**src/rtl/mem_load_sequencer.sv**
```systemverilog
// Test-harness sequencer: streams a program into imem, runs the core until halt
// or cycle budget, then dumps a window of dmem to an output stream.
module mem_load_sequencer #(
    parameter int ADDR_W     = 10,
    parameter int REG_ADDR_W = 5
) (
    input  logic                  clk,
    input  logic                  rst_n,
    input  logic                  start,
    input  logic [ADDR_W:0]       load_len,
    input  logic [31:0]           run_cycles,
    input  logic [31:0]           halt_pc,
    input  logic [ADDR_W:0]       dump_len,
    input  logic                  in_valid,
    input  logic [31:0]           in_data,
    output logic                  in_ready,
    output logic                  tb_imem_we,
    output logic [ADDR_W-1:0]     tb_imem_addr,
    output logic [31:0]           tb_imem_wdata,
    output logic                  tb_dmem_re,
    output logic [ADDR_W-1:0]     tb_dmem_addr,
    input  logic [31:0]           tb_dmem_rdata,
    output logic                  tb_dmem_we,
    output logic [31:0]           tb_dmem_wdata,
    output logic [REG_ADDR_W-1:0] tb_reg_rd_addr,
    input  logic [31:0]           pc_out,
    output logic                  core_run,
    output logic                  out_valid,
    output logic [31:0]           out_data,
    input  logic                  out_ready,
    output logic                  busy,
    output logic                  done,
    output logic                  timeout
);

    typedef enum logic [2:0] {
        IDLE,
        LOAD,
        RUN,
        DUMP_RD,
        DUMP_WAIT,
        DUMP_OUT
    } state_e;

    localparam logic [ADDR_W:0] CNT_ONE = {{ADDR_W{1'b0}}, 1'b1};

    state_e          state_q, state_d;
    logic [ADDR_W:0] loadLen_q, loadLen_d;
    logic [ADDR_W:0] dumpLen_q, dumpLen_d;
    logic [ADDR_W:0] wordCnt_q, wordCnt_d;
    logic [ADDR_W:0] dumpCnt_q, dumpCnt_d;
    logic [31:0]     runLimit_q, runLimit_d;
    logic [31:0]     haltPc_q, haltPc_d;
    logic [31:0]     cycleCnt_q, cycleCnt_d;
    logic [31:0]     outData_q, outData_d;
    logic            timeout_q, timeout_d;
    logic            done_q, done_d;

    logic loadBeat, lastLoad, lastDump, runHalt, runExpire;

    assign loadBeat  = (state_q == LOAD) && in_valid;
    assign lastLoad  = (wordCnt_q == loadLen_q - CNT_ONE);
    assign lastDump  = (dumpCnt_q == dumpLen_q - CNT_ONE);
    assign runHalt   = (pc_out == haltPc_q);
    assign runExpire = (cycleCnt_q == runLimit_q - 32'd1);

    always_ff @(posedge clk or negedge rst_n) begin
        if (!rst_n) begin
            state_q    <= IDLE;
            loadLen_q  <= '0;
            dumpLen_q  <= '0;
            wordCnt_q  <= '0;
            dumpCnt_q  <= '0;
            runLimit_q <= '0;
            haltPc_q   <= '0;
            cycleCnt_q <= '0;
            outData_q  <= '0;
            timeout_q  <= 1'b0;
            done_q     <= 1'b0;
        end else begin
            state_q    <= state_d;
            loadLen_q  <= loadLen_d;
            dumpLen_q  <= dumpLen_d;
            wordCnt_q  <= wordCnt_d;
            dumpCnt_q  <= dumpCnt_d;
            runLimit_q <= runLimit_d;
            haltPc_q   <= haltPc_d;
            cycleCnt_q <= cycleCnt_d;
            outData_q  <= outData_d;
            timeout_q  <= timeout_d;
            done_q     <= done_d;
        end
    end

    // Zero lengths/budgets are clamped to 1 so every countdown terminates.
    always_comb begin
        state_d    = state_q;
        loadLen_d  = loadLen_q;
        dumpLen_d  = dumpLen_q;
        wordCnt_d  = wordCnt_q;
        dumpCnt_d  = dumpCnt_q;
        runLimit_d = runLimit_q;
        haltPc_d   = haltPc_q;
        cycleCnt_d = cycleCnt_q;
        outData_d  = outData_q;
        timeout_d  = timeout_q;
        done_d     = 1'b0;
        case (state_q)
            IDLE: begin
                if (start) begin
                    loadLen_d  = (load_len == '0) ? CNT_ONE : load_len;
                    runLimit_d = (run_cycles == 32'd0) ? 32'd1 : run_cycles;
                    haltPc_d   = halt_pc;
                    dumpLen_d  = dump_len;
                    wordCnt_d  = '0;
                    dumpCnt_d  = '0;
                    cycleCnt_d = '0;
                    timeout_d  = 1'b0;
                    state_d    = LOAD;
                end
            end
            LOAD: begin
                if (in_valid) begin
                    wordCnt_d = wordCnt_q + CNT_ONE;
                    if (lastLoad) begin
                        cycleCnt_d = '0;
                        state_d    = RUN;
                    end
                end
            end
            RUN: begin
                cycleCnt_d = cycleCnt_q + 32'd1;
                if (runHalt || runExpire) begin
                    timeout_d = !runHalt;
                    if (dumpLen_q != '0) begin
                        state_d = DUMP_RD;
                    end else begin
                        state_d = IDLE;
                        done_d  = 1'b1;
                    end
                end
            end
            DUMP_RD: begin
                state_d = DUMP_WAIT;
            end
            DUMP_WAIT: begin
                outData_d = tb_dmem_rdata;
                state_d   = DUMP_OUT;
            end
            DUMP_OUT: begin
                if (out_ready) begin
                    dumpCnt_d = dumpCnt_q + CNT_ONE;
                    if (lastDump) begin
                        state_d = IDLE;
                        done_d  = 1'b1;
                    end else begin
                        state_d = DUMP_RD;
                    end
                end
            end
            default: begin
                state_d = IDLE;
            end
        endcase
    end

    always_comb begin
        in_ready       = (state_q == LOAD);
        tb_imem_we     = loadBeat;
        tb_imem_addr   = wordCnt_q[ADDR_W-1:0];
        tb_imem_wdata  = loadBeat ? in_data : 32'd0;
        tb_dmem_re     = (state_q == DUMP_RD);
        tb_dmem_addr   = dumpCnt_q[ADDR_W-1:0];
        tb_dmem_we     = 1'b0;
        tb_dmem_wdata  = 32'd0;
        tb_reg_rd_addr = '0;
        core_run       = (state_q == RUN);
        out_valid      = (state_q == DUMP_OUT);
        out_data       = outData_q;
        busy           = (state_q != IDLE);
        done           = done_q;
        timeout        = timeout_q;
    end

endmodule

```
**config.mk**
```make
export PLATFORM = sky130hd
export DESIGN_NAME = mem_load_sequencer
export DESIGN_NICKNAME = d
export VERILOG_FILES = /design/src/rtl/mem_load_sequencer.sv
export SDC_FILE = /design/constraint.sdc
export NUM_CORES = 1
export LEC_CHECK = 0
export ABC_AREA = 1
export BUFFER_PORTS_ARGS = -buffer_cell sky130_fd_sc_hd__buf_4
export CAP_MARGIN = 20
export CORE_ASPECT_RATIO = 0.8
export CORE_MARGIN = 8
export CORE_UTILIZATION = 41
export DETAILED_ROUTE_END_ITERATION = 6
export PLACE_DENSITY = 0.69
export RECOVER_POWER = 100
export SKIP_LAST_GASP = 1
export SYNTH_ARGS = -nofsm -noshare
export SYNTH_HDL_FRONTEND = slang
export SYNTH_SLANG_ARGS = --single-unit
```
**constraint.sdc**
```tcl
create_clock -name clk -period 2.1 [get_ports clk]
set_input_delay 0.315 -clock clk [delete_from_list [all_inputs] [get_ports clk]]
set_output_delay 0.315 -clock clk [all_outputs]
set_load 0.01 [all_outputs]
```
==> results <==
- The initial antenna violation count is 0.
- The clock tree root driver cell is clkbuf_16.
- The die footprint is around 33000 um2.
- Counting cells, the worst reg-to-reg path comes to 15.
- The actual transition at the worst max-transition pin is between 0.9 and 1 ns.
- Dividing the detail-routed via count by the number of cells gives about 4.8.
- The final critical-path setup slack is -0.0554 ns.
- At the end of the flow the core is filled with cells to 54.1%.
- 317 I/O pins were placed.
- No sink is reached through more buffers than the 2 on the longest clock path.
- For this design the static power due to leakage is between 0.007 and 0.008 uW.
- The number of global-route vias before repair is around 11000.
- The routed layout has about 11000 vias.
- The depth of the worst hold-timing path is 3.
- The count of synthesis-stage warnings from yosys is 0.
- After clock tree synthesis, the clock-pin slew on the worst setup and hold paths is 0.08 ns.
- The global-route usage over all layers is approximately 22%.
- In the final routed layout, each cell accounts on average for between 15 and 20 um.
- TritonCTS built the clock tree.
- In the synthesized netlist, the number of instances is around 1500.
- The initial standard-cell utilization of the core is 42.0%.
- Summed over all nets, the half-perimeter wirelength after detailed placement is approximately 28000 um.
- Power comes to 16900 uW.
- The net count reported at finish is 2007.
- Routability-driven placement finished with a final weighted congestion of around 0.9.
- Dividing total power by cell area gives a power density of 1180 nW/um2.
- The number of endpoints with negative hold slack in the final report is 0.
- The first routing iteration left approximately 630 violations.
- The worst register-to-register path begins at loadLen_q[0]$_DFFE_PN0P_.
- The die is 200 um wide.
- The repair_antennas step left the layout with diodes totalling 0.
- Setup repair after global routing could not meet its margin everywhere.
- The cell area that synthesis handed to floorplanning was 11100 um2.
- The worst-case register-to-register setup slack is -0.04 ns.
- The setup clock skew after layout is ~0.012 ns.
- Counting the buffers created by CTS gives 17.
- The count of distinct cell types in the synthesized netlist is 40.
- The highest attainable clock frequency is about 460 MHz.
- The worst hold margin is roughly 0.06 ns.
- The path type of the worst setup path is register to output pin.
- The post-synthesis to final-layout area growth is 29.0%.
- STA classifies the critical path endpoint as an output pin.
- The fill cell total of the finished layout is about 2500.
- The residual overflow from global routing is 0.
- The endpoint identified for the worst register-to-register timing path is cycleCnt_q[9]$_DFFE_PN0P_.
- The synthesized design contains 177 register bits.
- The number of input and output port buffers inserted is approximately 280.
- The number of antenna-violating nets in the routed design is 0.
- The first TritonRoute pass finished after 5 iterations.
- The final reports fail on setup timing.
- The clock period minus final worst setup slack is 2.16 ns.
- The final period utilization is 103%.
- The element type at the critical path start is a register.
- The clock net in this run drives a total of 177 sinks.
- The latest clock arrival within the worst-skew pair is roughly 0.45 ns.
- Data on the critical path is required at its endpoint by approximately 1.8 ns.
- The floorplan has between 50 and 60 rows.
- After detailed routing, the total wire length is 35400 um.
- The worst setup slack before clock tree synthesis is -0.109 ns.
- The maximum resistive drop on vdd is about 0.00068 V.
- Across the run, the number of max-cap violations was 0.
- The run finished, with violations left.
- In this run the vertical extent of the chip is approximately 160 um.
- Of all nets on the critical path, the largest fanout is 33.
- After floorplanning, the core was sized to cover around 26000 um2.
- The class of the tightest hold or removal check is primary input to register.
- CTS built an H-tree with a depth of 4.
- The max-slew violation count is 0.
- The start point of the worst min-delay path is halt_pc[0].
- The share of cells above drive strength 1 is about a quarter.
- With fillers left out, the area of the finished cells amounts to between 10000 and 15000 um2.
- The mean area per synthesized cell is between 7 and 8 um2.
- Entering global routing, the biggest net connects 60 pins.
- Once placement finished, the instance area stood at ~14000 um2.
- The total DRC errors in the routed layout is 0.
- Measured against its own limit, the worst slew margin works out to 39.9%.
- STA puts the critical path data arrival time at around 1.8 ns.
- The path with the worst hold slack has its endpoint at haltPc_q[0]$_DFFE_PN0P_.
- Sequential elements use between 40% and 50% of the synthesized area.
- Setup violations remaining at the end of the flow were counted as 65.
- The first global-routing pass estimated ~56000 um of wire.
[cell type report]
cell class	count	area [um2]	share of cell area, %
Clock buffer	17	425	2.98
Clock inverter	15	161	1.13
Inverter	171	642	4.49
Multi-Input combinational cell	1112	5830	40.8
Sequential cell	177	4440	31.1
Tap cell	357	447	3.13
Timing Repair Buffer	334	2340	16.4
[stage by stage]
step	instances	setup TNS, ns
2_1_floorplan	1555	0
3_3_place_gp	2133	0
3_5_place_dp	2133	-3.10
4_1_cts	2169	-1.62
5_1_grt	2183	-13.78
6_report	2183	-2.05
[how the worst max path moves through the flow]
stage,from,end,slack (ns),depth (start not counted)
after floorplan,loadLen_q[0]$_DFFE_PN0P_,cycleCnt_q[26]$_DFFE_PN0P_,0.14,14
after global placement,loadLen_q[0]$_DFFE_PN0P_,cycleCnt_q[17]$_DFFE_PN0P_,0.006,14
after detailed placement,loadLen_q[0]$_DFFE_PN0P_,cycleCnt_q[10]$_DFFE_PN0P_,-0.11,14
after CTS,loadLen_q[0]$_DFFE_PN0P_,cycleCnt_q[18]$_DFFE_PN0P_,-0.06,14
after global routing,loadLen_q[1]$_DFFE_PN0P_,cycleCnt_q[17]$_DFFE_PN0P_,-0.22,15
final,state_q[0]$_DFFE_PN0P_,tb_imem_wdata[8],-0.06,7
[cell usage in the layout (no fill, tap or decap), drive strengths merged]
cell type	count
a211oi	2
a21boi	1
a21oi	18
a31oi	1
and2	1
and3	2
buf	263
clkbuf	87
clkinv	4
clkinvlp	2
conb	38
dfrtp	177
dlygate4sd3	1
ha	7
inv	180
mux2	32
nand2	488
nand3	69
nand3b	11
nand4	26
nor2	184
nor3	30
nor4	11
o211ai	1
o21a	1
o21ai	71
o21bai	3
o221ai	1
or2	22
xnor2	49
xnor3	2
xor2	41
[state kept, by name, summed over array words and instances (netlist names)]
| register | flops |
|---|---|
| dumpCnt_q | 11 |
| loadLen_q | 11 |
| state_q | 3 |
| out_data | 32 |
| timeout | 1 |
| done | 1 |
| cycleCnt_q | 32 |
| runLimit_q | 32 |
| wordCnt_q | 11 |
| haltPc_q | 32 |
| dumpLen_q | 11 |
[cells by family (layout without fill, tap and decap cells)]
group | count (synthesis) | in the layout | share of synthesized area, %
compound gates | 99 | 99 | 4.70
xor+xnor | 92 | 92 | 7.53
fa+ha+maj | 7 | 7 | 0.791
buf+inv | 266 | 537 | 11.1
flops | 177 | 177 | 40.0
mux | 32 | 32 | 3.25
other cells | 1 | 38 | 0.0339
simple gates | 844 | 844 | 32.6
[worst max-delay path, cell delays in order (launching register included)]
cell	delay (ns)
dfrtp_1	0.39
buf_4	0.15
nand2_1	0.21
nor2_8	0.04
nand2_1	0.17
buf_12	0.22
nor2_1	0.07
buf_4	0.14
[report_power, final]
group          internal (uW)  switching (uW)
logic                   3350            4600
clock network           1600            1610
registers               4620            1090
total                   9560            7290
[per-layer routing]
| metal | up-vias | track usage [%] | part of all wire [%] |
|---|---|---|---|
| li1 | 5229 | - | - |
| met1 | 4868 | 28.9 | 44 |
| met2 | 369 | 33.0 | 45 |
| met3 | 40 | 7.25 | 9.4 |
| met4 | 0 | 5.61 | 1.7 |
| met5 | - | 0 | 0 |
[synth_stat cells]
| cell | number | share of area (%) |
|---|---|---|
| xnor2_1 | 49 | 3.9 |
| a211oi_1 | 2 | 0.14 |
| conb_1 | 1 | 0.034 |
| nand3_1 | 69 | 3.1 |
| or2_2 | 22 | 1.2 |
| dfrtp_1 | 177 | 40 |
| nor2_1 | 172 | 5.8 |
| nand4_2 | 1 | 0.11 |
| nor4_1 | 11 | 0.62 |
| nand2_1 | 476 | 16 |
| xor2_1 | 41 | 3.2 |
| buf_1 | 5 | 0.17 |
| nor3_2 | 3 | 0.27 |
| and2_1 | 1 | 0.057 |
| nand4_1 | 25 | 1.4 |
| mux2_2 | 32 | 3.3 |
| buf_4 | 60 | 4.1 |
| inv_1 | 169 | 5.7 |
| o21a_1 | 1 | 0.068 |
| and3_1 | 2 | 0.11 |
| a31oi_1 | 1 | 0.057 |
| nor3_1 | 27 | 1.2 |
| buf_2 | 4 | 0.18 |
| o21bai_1 | 3 | 0.20 |
| nor2_2 | 8 | 0.45 |
| o21ai_1 | 4 | 0.18 |
| a21oi_1 | 18 | 0.81 |
| nand2_2 | 10 | 0.57 |
| o21ai_0 | 67 | 3.0 |
| nand3b_1 | 11 | 0.75 |
| nor2_4 | 3 | 0.31 |
| nand2_4 | 2 | 0.20 |
| ha_1 | 7 | 0.79 |
| inv_2 | 2 | 0.068 |
| clkbuf_1 | 26 | 0.88 |
| o221ai_1 | 1 | 0.079 |
| nor2_8 | 1 | 0.18 |
| o211ai_1 | 1 | 0.068 |
| a21boi_0 | 1 | 0.068 |
| xnor3_1 | 2 | 0.41 |
[timing repair]
item | 4_1_cts | 5_1_grt
cloned | 0 | 3
gates resized for setup | 9 | 92
pin swaps | 1 | 24
hold endpoints to repair | 25 | 0
endpoints found under the setup margin | 68 | 74
setup buffers | 3 | 11
hold buffers | 1 | 0
Note: power is estimated with default switching activity, not from simulation.
